$ cat src/rtl/seq_detect_sched_if.sv
// ---------------------------------------------------------------------------
// seq_detect_sched_if
//   Request-side bus between the serial front-ends and the shared run-of-ones
//   detector scheduler.
//
//   req_valid[NCH] : per-channel bit valid            (front-end -> scheduler)
//   req_bit[NCH]   : per-channel serial bit           (front-end -> scheduler)
//   ch_clear[NCH]  : per-channel context clear        (front-end -> scheduler)
//   req_ready[NCH] : one-hot grant, bit accepted on valid & ready
//
//   modport master : front-end side (drives valid/bit/clear)
//   modport slave  : scheduler side (drives ready)
// ---------------------------------------------------------------------------
interface seq_detect_sched_if #(
  parameter int NCH = 4
);
  logic [NCH-1:0] req_valid;
  logic [NCH-1:0] req_bit;
  logic [NCH-1:0] ch_clear;
  logic [NCH-1:0] req_ready;

  modport master (
    output req_valid,
    output req_bit,
    output ch_clear,
    input  req_ready
  );

  modport slave (
    input  req_valid,
    input  req_bit,
    input  ch_clear,
    output req_ready
  );
endinterface

$ cat src/rtl/seq_detect_sched.sv
// ---------------------------------------------------------------------------
// seq_detect_sched
//   Time-multiplexed round-robin scheduler for one shared run-of-ones detector
//   serving NCH serial channels. At most one bit per cycle is accepted; the
//   granted channel's run count is advanced and written back, and a registered
//   one-cycle match event is raised when a run first reaches the programmed
//   length.
//
//   Optional feature macro: SEQDET_MATCH_CNT_EN
//     defined   : per-channel saturating match counters, readable via
//                 i_rd_ch / o_rd_cnt with one cycle of latency
//     undefined : no counters, o_rd_cnt tied to 0, i_rd_ch ignored
//
// Ports
//   i_clk          : clock, all state on rising edge
//   i_rst          : asynchronous active-high reset
//   i_cfg_en       : scheduler enable (0 = no grants)
//   i_cfg_run_len  : required run length (0 = detection disabled)
//   bus            : request bus (valid / bit / clear in, one-hot ready out)
//   o_match_valid  : one-cycle match pulse
//   o_match_ch     : channel of the match
//   o_busy         : any request valid while enabled
//   i_rd_ch        : match-counter read select
//   o_rd_cnt       : match-counter read data
// ---------------------------------------------------------------------------
module seq_detect_sched #(
  parameter int NCH = 4,
  parameter int CW  = 4,
  parameter int MCW = 8
) (
  input  logic                     i_clk,
  input  logic                     i_rst,
  input  logic                     i_cfg_en,
  input  logic [CW-1:0]            i_cfg_run_len,
  seq_detect_sched_if.slave        bus,
  output logic                     o_match_valid,
  output logic [$clog2(NCH)-1:0]   o_match_ch,
  output logic                     o_busy,
  input  logic [$clog2(NCH)-1:0]   i_rd_ch,
  output logic [MCW-1:0]           o_rd_cnt
);

  localparam int CHW = $clog2(NCH);

  logic [CW-1:0]  r_run [NCH];
  logic [CHW-1:0] r_rr;
  logic [CW-1:0]  r_len_q;
  logic           r_en_q;
  logic           r_match_valid;
  logic [CHW-1:0] r_match_ch;

  logic [NCH-1:0] w_elig;
  logic [NCH-1:0] w_gnt;
  logic           w_gnt_found;
  logic [CHW-1:0] w_gnt_idx;
  logic [CHW-1:0] w_rr_next;
  logic [CW-1:0]  w_run_sel;
  logic [CW:0]    w_run_inc;
  logic [CW-1:0]  w_run_next;
  logic           w_bit_sel;
  logic           w_match;
  logic           w_en_rise;

  // Grants wait one cycle after enable so the context wipe on the enable
  // edge never races with an accepted bit.
  assign w_elig    = bus.req_valid & ~bus.ch_clear & {NCH{i_cfg_en & r_en_q}};
  assign w_en_rise = i_cfg_en & ~r_en_q;

  // Round-robin search starting at the pointer, wrapping NCH-1 -> 0.
  always_comb begin
    int idx;
    idx         = 0;
    w_gnt_found = 1'b0;
    w_gnt_idx   = '0;
    w_gnt       = '0;
    for (int k = 0; k < NCH; k++) begin
      idx = int'(r_rr) + k;
      if (idx >= NCH) idx = idx - NCH;
      if (!w_gnt_found && w_elig[idx]) begin
        w_gnt_found = 1'b1;
        w_gnt_idx   = CHW'(idx);
      end
    end
    if (w_gnt_found) w_gnt[w_gnt_idx] = 1'b1;
  end

  assign w_rr_next  = (w_gnt_idx == CHW'(NCH - 1)) ? '0 : w_gnt_idx + 1'b1;
  assign w_run_sel  = r_run[w_gnt_idx];
  assign w_bit_sel  = bus.req_bit[w_gnt_idx];
  assign w_run_inc  = {1'b0, w_run_sel} + (CW+1)'(1);
  // Saturate after the compare so a length of 2^CW-1 is still reachable.
  assign w_run_next = (&w_run_sel) ? w_run_sel : w_run_inc[CW-1:0];
  // Equality (not >=) makes the event fire once per run.
  assign w_match    = w_gnt_found & w_bit_sel & (r_len_q != '0) &
                      (w_run_inc == {1'b0, r_len_q});

  always_ff @(posedge i_clk or posedge i_rst) begin
    if (i_rst) begin
      for (int i = 0; i < NCH; i++) r_run[i] <= '0;
      r_rr          <= '0;
      r_len_q       <= '0;
      r_en_q        <= 1'b0;
      r_match_valid <= 1'b0;
      r_match_ch    <= '0;
    end else begin
      r_en_q        <= i_cfg_en;
      r_match_valid <= w_match;
      if (!i_cfg_en)   r_len_q    <= i_cfg_run_len;
      if (w_gnt_found) r_rr       <= w_rr_next;
      if (w_match)     r_match_ch <= w_gnt_idx;
      for (int i = 0; i < NCH; i++) begin
        if (w_en_rise || bus.ch_clear[i]) r_run[i] <= '0;
        else if (w_gnt[i])                r_run[i] <= w_bit_sel ? w_run_next : '0;
      end
    end
  end

  assign bus.req_ready = w_gnt;
  assign o_match_valid = r_match_valid;
  assign o_match_ch    = r_match_ch;
  assign o_busy        = i_cfg_en & (|bus.req_valid);

`ifdef SEQDET_MATCH_CNT_EN
  logic [MCW-1:0] r_cnt [NCH];
  logic [MCW-1:0] r_rd_cnt;

  always_ff @(posedge i_clk or posedge i_rst) begin
    if (i_rst) begin
      for (int i = 0; i < NCH; i++) r_cnt[i] <= '0;
      r_rd_cnt <= '0;
    end else begin
      r_rd_cnt <= (int'(i_rd_ch) < NCH) ? r_cnt[i_rd_ch] : '0;
      for (int i = 0; i < NCH; i++) begin
        if (bus.ch_clear[i])                          r_cnt[i] <= '0;
        else if (w_match && w_gnt[i] && !(&r_cnt[i])) r_cnt[i] <= r_cnt[i] + 1'b1;
      end
    end
  end

  assign o_rd_cnt = r_rd_cnt;
`else
  logic w_rd_ch_unused;
  assign w_rd_ch_unused = ^i_rd_ch;
  assign o_rd_cnt       = '0;
`endif

endmodule

$ cat src/flat_wrapper.sv
// flat-port wrapper written by rule: the top's interface ports become plain ports
module seq_detect_sched_flat 
#(
  parameter int NCH = 4,
  parameter int CW  = 4,
  parameter int MCW = 8
)
  (i_clk, i_rst, i_cfg_en, i_cfg_run_len, o_match_valid, o_match_ch, o_busy, i_rd_ch, o_rd_cnt, bus_req_valid, bus_req_bit, bus_ch_clear, bus_req_ready);
  seq_detect_sched_if #(.NCH(NCH)) bus_i ();
  input  logic i_clk;
  input  logic i_rst;
  input  logic i_cfg_en;
  input  logic [CW-1:0] i_cfg_run_len;
  output logic o_match_valid;
  output logic [$clog2(NCH)-1:0] o_match_ch;
  output logic o_busy;
  input  logic [$clog2(NCH)-1:0] i_rd_ch;
  output logic [MCW-1:0] o_rd_cnt;
  input wire logic [$bits(bus_i.req_valid)-1:0] bus_req_valid;
  input wire logic [$bits(bus_i.req_bit)-1:0] bus_req_bit;
  input wire logic [$bits(bus_i.ch_clear)-1:0] bus_ch_clear;
  output wire logic [$bits(bus_i.req_ready)-1:0] bus_req_ready;
  assign bus_i.req_valid = bus_req_valid;
  assign bus_i.req_bit = bus_req_bit;
  assign bus_i.ch_clear = bus_ch_clear;
  assign bus_req_ready = bus_i.req_ready;
  seq_detect_sched #(.NCH(NCH), .CW(CW), .MCW(MCW)) u_core (.i_clk(i_clk), .i_rst(i_rst), .i_cfg_en(i_cfg_en), .i_cfg_run_len(i_cfg_run_len), .bus(bus_i), .o_match_valid(o_match_valid), .o_match_ch(o_match_ch), .o_busy(o_busy), .i_rd_ch(i_rd_ch), .o_rd_cnt(o_rd_cnt));
endmodule
$ cat config.mk
export PLATFORM = sky130hd
export DESIGN_NAME = seq_detect_sched_flat
export DESIGN_NICKNAME = d
export VERILOG_FILES = /design/src/rtl/seq_detect_sched_if.sv /design/src/rtl/seq_detect_sched.sv /design/src/flat_wrapper.sv
export SDC_FILE = /design/constraint.sdc
export NUM_CORES = 1
export LEC_CHECK = 0
export CAP_MARGIN = 20
export CORE_AREA = 3 3 76 78
export CTS_CLUSTER_DIAMETER = 30
export DETAILED_ROUTE_END_ITERATION = 12
export DIE_AREA = 0 0 79 81
export PLACE_DENSITY_LB_ADDON = 0.2
export REMOVE_ABC_BUFFERS = 1
export SKIP_LAST_GASP = 1
export SYNTH_ARGS = -nofsm -noshare
export SYNTH_HDL_FRONTEND = slang
export SYNTH_SLANG_ARGS = --single-unit
$ cat constraint.sdc
create_clock -name i_clk -period 3.79 [get_ports i_clk]
set_clock_uncertainty 0.2 [all_clocks]
set_input_delay 1.137 -clock i_clk [delete_from_list [all_inputs] [get_ports i_clk]]
set_output_delay 1.137 -clock i_clk [all_outputs]
set_load 0.1 [all_outputs]
==> implementation parameters <==
Parameter                              Value

Yosys
  Sequential-to-total area share from yosys stat ... 40.2%
  Syn Area/Cell ... between 10 and 15 um2
  Synthesized instance count ... 156
  Cell area after synthesis ... 0.00162 mm2
  Count of different cell masters after synthesis ... 42
  Synth warnings ... 0
  Flops & latches, synth ... 26

Clocking
  Hold bufs inserted after CTS ... 0
  Clock insertion delay at the later pin of the skew report ... 0.28 ns
  Clock-pin transition on the worst setup and hold timing paths ... 0.09 ns
  Maximum root-to-sink buffer count ... 2
  CTS tree ... yes
  Number of buffers created by CTS ... 3
  Root Buffer ... sky130_fd_sc_hd__clkbuf_8
  Level count of the clock H-tree ... 1
  Sinks on Clock Net ... 26

Timing
  Fraction of the cycle the final worst path needs ... 106%
  Unrepaired setup endpoints after global routing ... yes
  Pins Over Slew Limit ... 0
  Min setup slack post-route ... -0.243 ns
  Final critical delay including setup and external delays ... a little over 4 ns
  Final setup violation count ... 7
  Number of hold violations in the final report ... 0
  Fmax achieved ... 248 MHz

Final layout
  Area growth from synthesis to layout ... 73.6%
  Ant diodes ... 0
  Post-layout net count ... 271
  Ratio of cells with drive above 1 in the final layout ... between 50% and 60%
  Most common library cell in the layout ignoring fill and taps ... sky130_fd_sc_hd__buf_4
  Multi-input combinational cell area ... 0.00118 mm2
  Area used by sequential logic in the layout ... roughly 650 um2
  Most frequent cells in the layout ... sky130_fd_sc_hd__buf_4, sky130_fd_sc_hd__dfrtp_1, sky130_fd_sc_hd__buf_6, sky130_fd_sc_hd__nand2_1, sky130_fd_sc_hd__clkdlybuf4s50_1
  Layout fillers ... between 400 and 500
  Area of all placed cells without fillers ... 0.00281 mm2

Setup path
  Maximum fanout along the worst path ... 4
  Worst endpoint required time ... 2.45 ns
  Kind of end point of the critical path ... output port
  Setup slack of the most critical reg-to-reg path ... around 0.36 ns
  Worst reg2reg startpoint ... u_core.r_en_q
  Reg-to-Reg End ... u_core.o_match_ch[0]
  Crit path DAT ... around 2.7 ns
  Type of the worst setup path ... in2out
  Element type at the critical path start ... input port
  Reg2Reg Depth ... 13

Routing
  Number of detailed-route iterations in the first pass ... 4
  Count of vias placed by the detailed router ... 1538
  Routed length per placed instance ... 15.4 um
  Final Routed Wirelength ... 4830 um
  Via density ... 4.91
  Routed Antenna Nets ... 0
  Number of DRC violations after detailed-routing iteration 0 ... 90
  Post-route DRC violation count ... 0

Global routing
  Met1 Resource Use GR ... ~19%
  Pin count of the biggest net entering global routing ... 27
  Global-route wire length before repair ... 8140 um
  Antenna violations before repair ... 0
  Global-route layer with the greatest usage ... met2
  Vias in the first global route ... approximately 1700
  Met3 track demand over resource ... 2.11%
  Global router's overall resource usage ... 16.1%
  GR Overflow Total ... 0
  Met2 routing resource usage after global routing ... 30.2%

Status
  Violations in the final reports ... setup timing
  Result of the run ... finished, violations left

Job
  Max-cap viol count ... 0

Floorplanning
  Initial core utilization ... 31.5%
  Die height ... between 80 and 90 um
  Ports placed on the boundary ... 37
  Number of standard-cell rows in the floorplan ... 26
  Full die area ... 0.00640 mm2
  Overall die width ... approximately 80 um
  Core outline area ... 0.00514 mm2

Place
  Dpl hpwl ... 3550 um
  Cell Area, Placed ... about 0.0022 mm2
  Weighted congestion at the end of routability-driven global placement ... 0.830
  Buffers added on ports ... 26
  Pre-CTS setup slack ... -1.02 ns

Worst hold path
  Worst Hold Path EP ... u_core.r_run[15]
  Worst Hold Class ... reg2reg
  Hold-critical path depth ... 2
  Hold path startpoint ... u_core.r_run[15]

Pwr
  PD cells ... 258 mW/mm2
  Worst IR drop on VDD ... approximately 0.14 mV
  Leak pwr ... 1.24 nW
sequential cells by signal, indices dropped and copies added (netlist names):
signal / cells
u_core.r_len_q: 4
u_core.r_run: 16
u_core.o_match_valid: 1
u_core.o_match_ch: 2
u_core.r_en_q: 1
u_core.r_rr: 2
metrics by stage:
stage	hold WS, ns	TNS, ns	total power, mW	cells	util (%)
2_1_floorplan	0.263	-3.74	0.435	153	-
4_1_cts	0.307	-1.50	0.715	308	51.6
3_5_place_dp	0.281	-16.03	0.517	287	43.7
3_3_place_gp	0.273	-14.57	0.513	287	43.7
5_1_grt	0.353	-2.62	0.757	313	54.7
6_report	0.304	-1.46	0.726	313	54.7
layout make-up:
| cell class | instances | share of cell area (%) |
|---|---|---|
| repair buffers | 87 | 28.4 |
| well taps | 70 | 3.11 |
| inverters | 10 | 1.87 |
| multi-input cells | 117 | 42.0 |
| clock buffers | 3 | 1.47 |
| flip-flops and latches | 26 | 23.1 |
synth_stat cells, drive strengths merged:
cell      n  area (um2)
a211oi    2        15.0
a21o      1        7.51
a21oi     4        20.0
a2bb2oi   3        26.3
a311oi    1        15.0
a31oi     2        12.5
and2b     1        7.51
and4b     3        33.8
buf       9        71.3
clkbuf    1        3.75
conb      1        3.75
dfrtp    26         651
ha        5        62.6
inv      10        37.5
mux2      7        78.8
mux2i     4        40.0
mux4      5         120
nand2    16        60.1
nand3    11        55.1
nand3b    1        7.51
nand4     1        6.26
nand4b    2        17.5
nor2      9        33.8
nor2b     1        6.26
nor3      8        40.0
nor3b     1        7.51
o21ai     7        35.0
o21ba     1        10.0
o22ai     1        12.5
o31ai     1        7.51
o32ai     2        43.8
o41a      1        11.3
or2       1        6.26
or3       3        18.8
xnor2     1        8.76
xor2      3        26.3
power by group:
group          switching, mW  total [mW]  internal, mW  leakage [nW]
Sequential            0.0237       0.314         0.290         0.347
Clock                 0.0913       0.163        0.0715        0.0216
Combinational          0.143       0.249         0.106         0.873
per-layer routing:
layer | share of wire (%) | wire (um) | up-vias
met1 | 40 | 1950 | 768
li1 | - | - | 725
met5 | 0 | 0 | -
met4 | 2.2 | 106 | 0
met3 | 3.6 | 173 | 10
met2 | 54 | 2600 | 35
what timing repair did:
action,4_1_cts,5_1_grt
cloned,0,0
pin swaps,18,22
resized for setup,82,35
endpoints found under the hold margin,0,0
buffers inserted,19,6
setup endpoints to repair,23,22
cell families after synthesis:
kind of cell	share of synthesized area [%]
AND/OR/NAND/NOR	18.5
AO/OA/AOI/OAI	13.4
flip-flops	40.2
buffers and inverters	6.95
multiplexers	14.7
adder cells (fa/ha/maj)	3.86
XOR/XNOR	2.16
other	0.231
worst max-delay path by stage:
stage	from	endpoint	slack (ns)	cells after the start
floorplan	bus_ch_clear[1]	u_core.o_match_ch[0]	-0.55	10
global placement	bus_ch_clear[1]	u_core.o_match_ch[0]	-0.95	11
detailed placement	bus_ch_clear[1]	u_core.o_match_ch[0]	-1.02	11
CTS	bus_ch_clear[0]	bus_req_ready[1]	-0.27	10
global route	bus_ch_clear[1]	u_core.o_match_ch[0]	-0.35	14
finish	bus_ch_clear[1]	bus_req_ready[2]	-0.24	11
worst max-delay path: stages:
cell and delay, ns:
sky130_fd_sc_hd__buf_6 0.09, sky130_fd_sc_hd__and4b_4 0.37, sky130_fd_sc_hd__buf_6 0.12, sky130_fd_sc_hd__nor2_4 0.03, sky130_fd_sc_hd__o32ai_4 0.28, sky130_fd_sc_hd__buf_6 0.19, sky130_fd_sc_hd__inv_6 0.05, sky130_fd_sc_hd__ha_4 0.15
sky130_fd_sc_hd__nand2_4 0.07, sky130_fd_sc_hd__inv_4 0.04, sky130_fd_sc_hd__buf_12 0.15
Power figures use the tool's default switching activity.
